--- config.mk ---
export PLATFORM = sky130hd
export DESIGN_NAME = shreg_arbiter
export DESIGN_NICKNAME = d
export VERILOG_FILES = /design/src/rtl/shreg_arb_pkg.sv /design/src/rtl/shreg_arbiter_rr_pick.sv /design/src/rtl/shreg_arbiter.sv
export SDC_FILE = /design/constraint.sdc
export NUM_CORES = 1
export LEC_CHECK = 0
export ABC_CLOCK_PERIOD_IN_PS = 1400
export CAP_MARGIN = 20
export CORE_MARGIN = 3
export CORE_UTILIZATION = 36
export CTS_BUF_LIST = sky130_fd_sc_hd__clkbuf_8
export DETAILED_ROUTE_END_ITERATION = 7
export GPL_TIMING_DRIVEN = 0
export PLACE_DENSITY = 0.82
export SYNTH_ARGS = -nofsm -noshare
export SYNTH_HDL_FRONTEND = slang
export SYNTH_SLANG_ARGS = --single-unit
export TNS_END_PERCENT = 20
--- constraint.sdc ---
create_clock -name clock -period 1.4 [get_ports clock]
set_clock_uncertainty 0.1 [all_clocks]
set_input_delay 0.21 -clock clock [delete_from_list [all_inputs] [get_ports clock]]
set_output_delay 0.21 -clock clock [all_outputs]
set_load 0.02 [all_outputs]
--- src/rtl/shreg_arb_pkg.sv ---
// Shared types and constants for the shared-register round-robin arbiter.
// Latency: n/a (declarations only).
// Backpressure: n/a.
package shreg_arb_pkg;

  localparam int NUM_REQ = 4;

  typedef enum logic {
    ST_IDLE  = 1'b0,
    ST_GRANT = 1'b1
  } state_t;

  typedef logic [1:0] owner_t;

endpackage : shreg_arb_pkg

--- src/rtl/shreg_arbiter_rr_pick.sv ---
// Round-robin winner search: first set request bit starting just after `last`.
// Latency: purely combinational, zero cycles.
// Backpressure: none; `valid` is low when no request bit is set.
module rr_pick
  import shreg_arb_pkg::*;
(
  input  logic [NUM_REQ-1:0] req,
  input  logic [1:0]         last,
  output logic               valid,
  output logic [1:0]         idx
);

  owner_t cand;

  // Walk last+1, last+2, last+3, last (2-bit wrap) and keep the first hit.
  always_comb begin
    valid = 1'b0;
    idx   = 2'd0;
    cand  = 2'd0;
    for (int i = 1; i <= NUM_REQ; i++) begin
      cand = last + i[1:0];
      if (!valid && req[cand]) begin
        valid = 1'b1;
        idx   = cand;
      end
    end
  end

endmodule : rr_pick

--- src/rtl/shreg_arbiter.sv ---
// Four-way round-robin arbiter owning one shared negedge WIDTH-bit register.
// Latency: grant one falling edge after req, first write on the next edge.
// Backpressure: non-owners wait while a grant is held; the owner releases by
// dropping req. Optional hold limit via macro SHREG_ARB_TIMEOUT_EN.
module shreg_arbiter
  import shreg_arb_pkg::*;
#(
  parameter int WIDTH    = 8,
  parameter int MAX_HOLD = 4
) (
  input  logic                       clock,
  input  logic                       clear,
  input  logic [NUM_REQ-1:0]         req,
  input  logic [NUM_REQ*WIDTH-1:0]   wdata,
  output logic [NUM_REQ-1:0]         gnt,
  output logic [1:0]                 owner,
  output logic                       busy,
  output logic [WIDTH-1:0]           q
);

  state_t               state_q, state_d;
  logic [NUM_REQ-1:0]   gnt_q, gnt_d;
  owner_t               owner_q, owner_d;
  owner_t               last_q, last_d;
  logic [WIDTH-1:0]     data_q, data_d;

  logic                 pick_vld;
  owner_t               pick_idx;

`ifdef SHREG_ARB_TIMEOUT_EN
  localparam int CW = $clog2(MAX_HOLD + 1);
  logic [CW-1:0]        hold_q, hold_d;
`else
  // The hold limit only matters when the timeout build is selected.
  logic unused_max_hold;
  assign unused_max_hold = (MAX_HOLD > 0);
`endif

  rr_pick u_pick (
    .req   (req),
    .last  (last_q),
    .valid (pick_vld),
    .idx   (pick_idx)
  );

  // Next-state logic: arbitrate in IDLE, write or release in GRANT.
  always_comb begin
    state_d = state_q;
    gnt_d   = gnt_q;
    owner_d = owner_q;
    last_d  = last_q;
    data_d  = data_q;
`ifdef SHREG_ARB_TIMEOUT_EN
    hold_d  = hold_q;
`endif
    case (state_q)
      ST_IDLE: begin
        // Arbitration edge: grant only, the register is untouched.
        if (pick_vld) begin
          gnt_d   = 4'b0001 << pick_idx;
          owner_d = pick_idx;
          last_d  = pick_idx;
          state_d = ST_GRANT;
`ifdef SHREG_ARB_TIMEOUT_EN
          hold_d  = '0;
`endif
        end
      end
      ST_GRANT: begin
        if (req[owner_q]) begin
          data_d = wdata[owner_q*WIDTH +: WIDTH];
`ifdef SHREG_ARB_TIMEOUT_EN
          hold_d = hold_q + CW'(1);
          // The write that reaches the limit also ends the grant.
          if (hold_q == CW'(MAX_HOLD - 1)) begin
            gnt_d   = '0;
            state_d = ST_IDLE;
          end
`endif
        end else begin
          gnt_d   = '0;
          state_d = ST_IDLE;
        end
      end
      default: begin
        gnt_d   = '0;
        state_d = ST_IDLE;
      end
    endcase
  end

  // State and shared register, all on the falling edge with clear dominant.
  always_ff @(negedge clock) begin
    if (clear) begin
      state_q <= ST_IDLE;
      gnt_q   <= '0;
      owner_q <= 2'd0;
      last_q  <= 2'd3;
      data_q  <= '0;
`ifdef SHREG_ARB_TIMEOUT_EN
      hold_q  <= '0;
`endif
    end else begin
      state_q <= state_d;
      gnt_q   <= gnt_d;
      owner_q <= owner_d;
      last_q  <= last_d;
      data_q  <= data_d;
`ifdef SHREG_ARB_TIMEOUT_EN
      hold_q  <= hold_d;
`endif
    end
  end

  assign gnt   = gnt_q;
  assign owner = owner_q;
  assign busy  = (state_q == ST_GRANT);
  assign q     = data_q;

endmodule : shreg_arbiter

# Word level (Yosys, flattened, before mapping)

Index checks and enable logic that the tools add are counted.

$add $sub $neg: 3
$lt $le $gt $ge: 5
Equality and inequality tests: 2
Shifts and indexed selects: 2
Mux-type cells: 24
Bitwise logic cells: 1
Reduce and logical (&&, ||, !) cells: 9

Operators with widths:

| operator                                                              | number |
|---|---|
| 32-bit by 6-bit indexed part select with 8-bit output                 | 1 |
| 2-bit by 3-bit < comparator with 1-bit output (second input constant) | 5 |
| 1-bit 2-to-1 mux                                                      | 11 |
| 1-bit binary-select mux with 2-bit select                             | 5 |
| 2-bit 2-to-1 mux                                                      | 4 |
| 4-bit 2-to-1 mux                                                      | 2 |
| 4-bit one-hot mux with 2 select lines                                 | 1 |
| 2-bit AND reduction                                                   | 3 |
| 2-bit adder (second input constant)                                   | 2 |
| 2-bit inequality test (second input constant)                         | 2 |
| 1-bit by 2-bit left shift with 4-bit output (first input constant)    | 1 |
| 1-bit logical AND                                                     | 3 |
| 1-bit zero test                                                       | 3 |
| 2-bit by 1-bit adder with 2-bit output (second input constant)        | 1 |
| 1-bit one-hot mux with 2 select lines                                 | 1 |
| 1-bit NOT                                                             | 1 |

Register bits after elaboration: 17
Bits of input ports: 38
Output and inout bits: 15
Word-level logic and storage cells: 51

# Depth between registers and ports, before layout

Depth after elaboration: 16
Depth in mapped cells: 5
Depth with buffers taken out: 4

# Cells and area by module

From an unflattened synthesis, not the netlist that was laid out.

Cells, all modules: 100
Area total of the unflattened synthesis: 1012.2 um^2

Modules (own cells, without submodules):

| module        | instances | cells each | area an instance (um^2) | sequential area each (um^2) |
|---|---|---|---|---|
| shreg_arbiter | 1         | 86         | 920.9                   | 340.3 |
| rr_pick       | 1         | 14         | 91.3                    | 0.0 |

==> impl_metrics.ini <==
[sta]
finalHoldViolCount = 0
setup_ws_ns = -0.414
worstMarginPinSlew_ns = 0.360
slew_headroom_pct = 76.0
fin_setup_tns_ns = -10.32
finalSetupViolCount = 32
rsz0062_at_grt = true
final-max-slew-violation-count = 0

[logic_synthesis]
synth_edf_count = 0
synth_cell_types = 31
syn-cell-area_um2 = 988
synthArstFlopShare_pct = 0
syn_nets = 128
synth-seq-cells = 17
syn_inst = 90
seq_area_frac_synth_pct = 34.4
synth_area_per_cell_um2 = 11.0
ys_warn_count = 0
ys.flop_type = dfxtp_1

[layout]
multi_input_area_um2 = 678
layout.nets = 208
n_fill_cell = 172
design_area_um2 = 1820
area.sequential_um2 = 364
n_antenna_cell = 0
drive_above_1_share_pct = 58.0
syn2layout_area_growth_pct = 84.4

[grt]
grt_usage_pct = 19.2
grt_pass1_wl_um = 4990
antenna_found_initial = 0
gr-total-overflow = 0
grt_max_degree = 11
grt_pass1_vias = 1093

[floorplan]
num_rows = 18
dieArea_um2 = 3410
die_y_um = 58.4
pin_count = 53
start_util_pct = 38.8
core_um2 = 2540
die_x_um = 58.4

[worst_setup_path]
reg2regPathDepth = 6
crit_path_start_kind = register
cp_slowest_cell = dfxtp_2
endpoint_kind = output port
crit_buf_inv = 1
crit_required_ns = 1.09
reg2reg_slack_ns = -0.29
r2r-end = q[3]$_SDFFE_NP0P_
path_class = register to output port
regToRegStartpoint = owner[1]$_SDFFE_NP0P_
path_cells = buf_6
crit_arrival_ns = 1.50
crit_family = flip-flops
cp_slowest_stage_delay_ns = 0.34
cp_max_fo = 3

[cts]
cts_tree = done
cts.sinks = 17
clock_path_buffers = 2
root_buffer = clkbuf_8
clk_pin_slew_ns = 0.05
numCtsBuffers = 3
clk_latency_ns = 0.34
cts_max_level = 1
cts_hold_buf = 0

[power_and_ir_drop]
leakage_nw = 0.818
cellPowerDensity_nw_per_um2 = 1140
p_total_w = 0.00207
ir_drop_mv = 0.962

[drt]
drt_drc_violations_left = 0
detail_route.vias_per_cell = 5.47
routedWlPerCell_um = 18.0
wl_um = 3580
antenna_left = 0
first_pass_iters = 4
first_iter_violations = 78
vias = 1088

[run]
maxCapViolCount = 0

[placement]
dp_hpwl_um = 2140
gp_congestion = 0.735
port_buffers = 52
pre_cts_ws_ns = -1.31
post_dp_cell_area_um2 = 1570

[status]
violations = negative setup slack
status = finished, violations left

[min_path]
hp-start = gnt[3]$_SDFFE_NP0P_
min_path_cells = 1
min_path_type = register to register
whs_endpoint = gnt[3]$_SDFFE_NP0P_
## stage by stage
| stage | hold slack [ns] | utilization [%] | std cells |
|---|---|---|---|
| 2_1_floorplan | 0.413 | - | 90 |
| 3_3_place_gp | 0.355 | 61.5 | 172 |
| 5_1_grt | 0.400 | 71.6 | 199 |
| 6_report | 0.369 | 71.6 | 199 |
| 3_5_place_dp | 0.357 | 61.5 | 172 |
| 4_1_cts | 0.372 | 71.5 | 196 |
## registers in the layout, indices dropped and copies added (netlist names)
name	flops
gnt	4
owner	2
q	8
busy	1
last_q	2
## cell families (layout without fill, tap and decap cells)
kind of cell           count (synthesis)  in the layout  share of synthesized area, %
AND/OR/NAND/NOR                       31             31                          15.2
multiplexers                          18             18                          31.8
flip-flops                            17             17                          34.4
AO/OA/AOI/OAI                         16             16                          14.2
buffers and inverters                  8             87                          4.43
## worst reg2reg max path, cell delays in order (launching register included)
cell     delay, ns
dfxtp_2       0.34
buf_2         0.25
nand2_1       0.17
o22ai_4       0.20
buf_12        0.16
mux2i_2       0.25
nor2_1        0.09
## worst max-delay path by stage
stage	endpoint	from	slack, ns	cells past startpoint
floorplan	gnt[0]$_SDFFE_NP0P_	req[1]	-0.54	4
global placement	q[5]$_SDFFE_NP0P_	req[2]	-1.28	5
detailed placement	q[0]$_SDFFE_NP0P_	req[2]	-1.31	5
CTS	gnt[2]$_SDFFE_NP0P_	req[0]	-0.41	5
global route	owner[1]$_SDFFE_NP0P_	req[0]	-0.44	5
finish	owner[1]	owner[1]$_SDFFE_NP0P_	-0.41	1
## area by class of cell
class,count,area share [%]
multi-input cells,65,37.2
repair buffers,59,30.3
flip-flops and latches,17,20.0
clock inverters,18,5.15
clock buffers,3,2.26
well taps,30,2.06
plain buffers,3,1.78
inverters,4,1.24
## layer usage
layer  track usage [%]  part of all wire, %
met1              19.6                   37
met2              34.9                   52
met3              7.24                  8.0
met4              7.62                  3.0
met5                 0                    0
## synth_stat cells, types with 2 or more instances
cell       instances  area [µm²]
nand2_1            5        18.8
nor3_1             2        10.0
nand2b_1           2        12.5
inv_1              5        18.8
mux4_1             8         210
dfxtp_1           17         340
or2_1              2        12.5
a21oi_1            4        20.0
nor2_1            13        48.8
mux2i_1            9        90.1
o2bb2ai_1          2        17.5
nand3_1            2        10.0
## timing repair
item / CTS / global route
buffers inserted: 4 / 2
gates resized for setup: 221 / 36
pin swaps: 19 / 16
endpoints found under the setup margin: 32 / 32
gates cloned: 0 / 1
## where the power goes
| group | leakage (nW) | total [W] | internal [W] | switching (W) |
|---|---|---|---|---|
| combinational | 0.545 | 0.000691 | 0.000390 | 0.000301 |
| sequential | 0.146 | 0.000588 | 0.000545 | 0.0000434 |
| clock | 0.126 | 0.000790 | 0.000446 | 0.000344 |
## layout by cell type, fill, tap and decap left out, types with 4 or more instances in the layout
master and n:
inv_1 20, dfxtp_2 13, buf_12 4, nand2_1 5, mux4_2 8, buf_6 16
nor2_1 12, clkdlybuf4s15_1 11, mux2i_1 7, clkbuf_2 22
(Power assumes the default switching activity.)
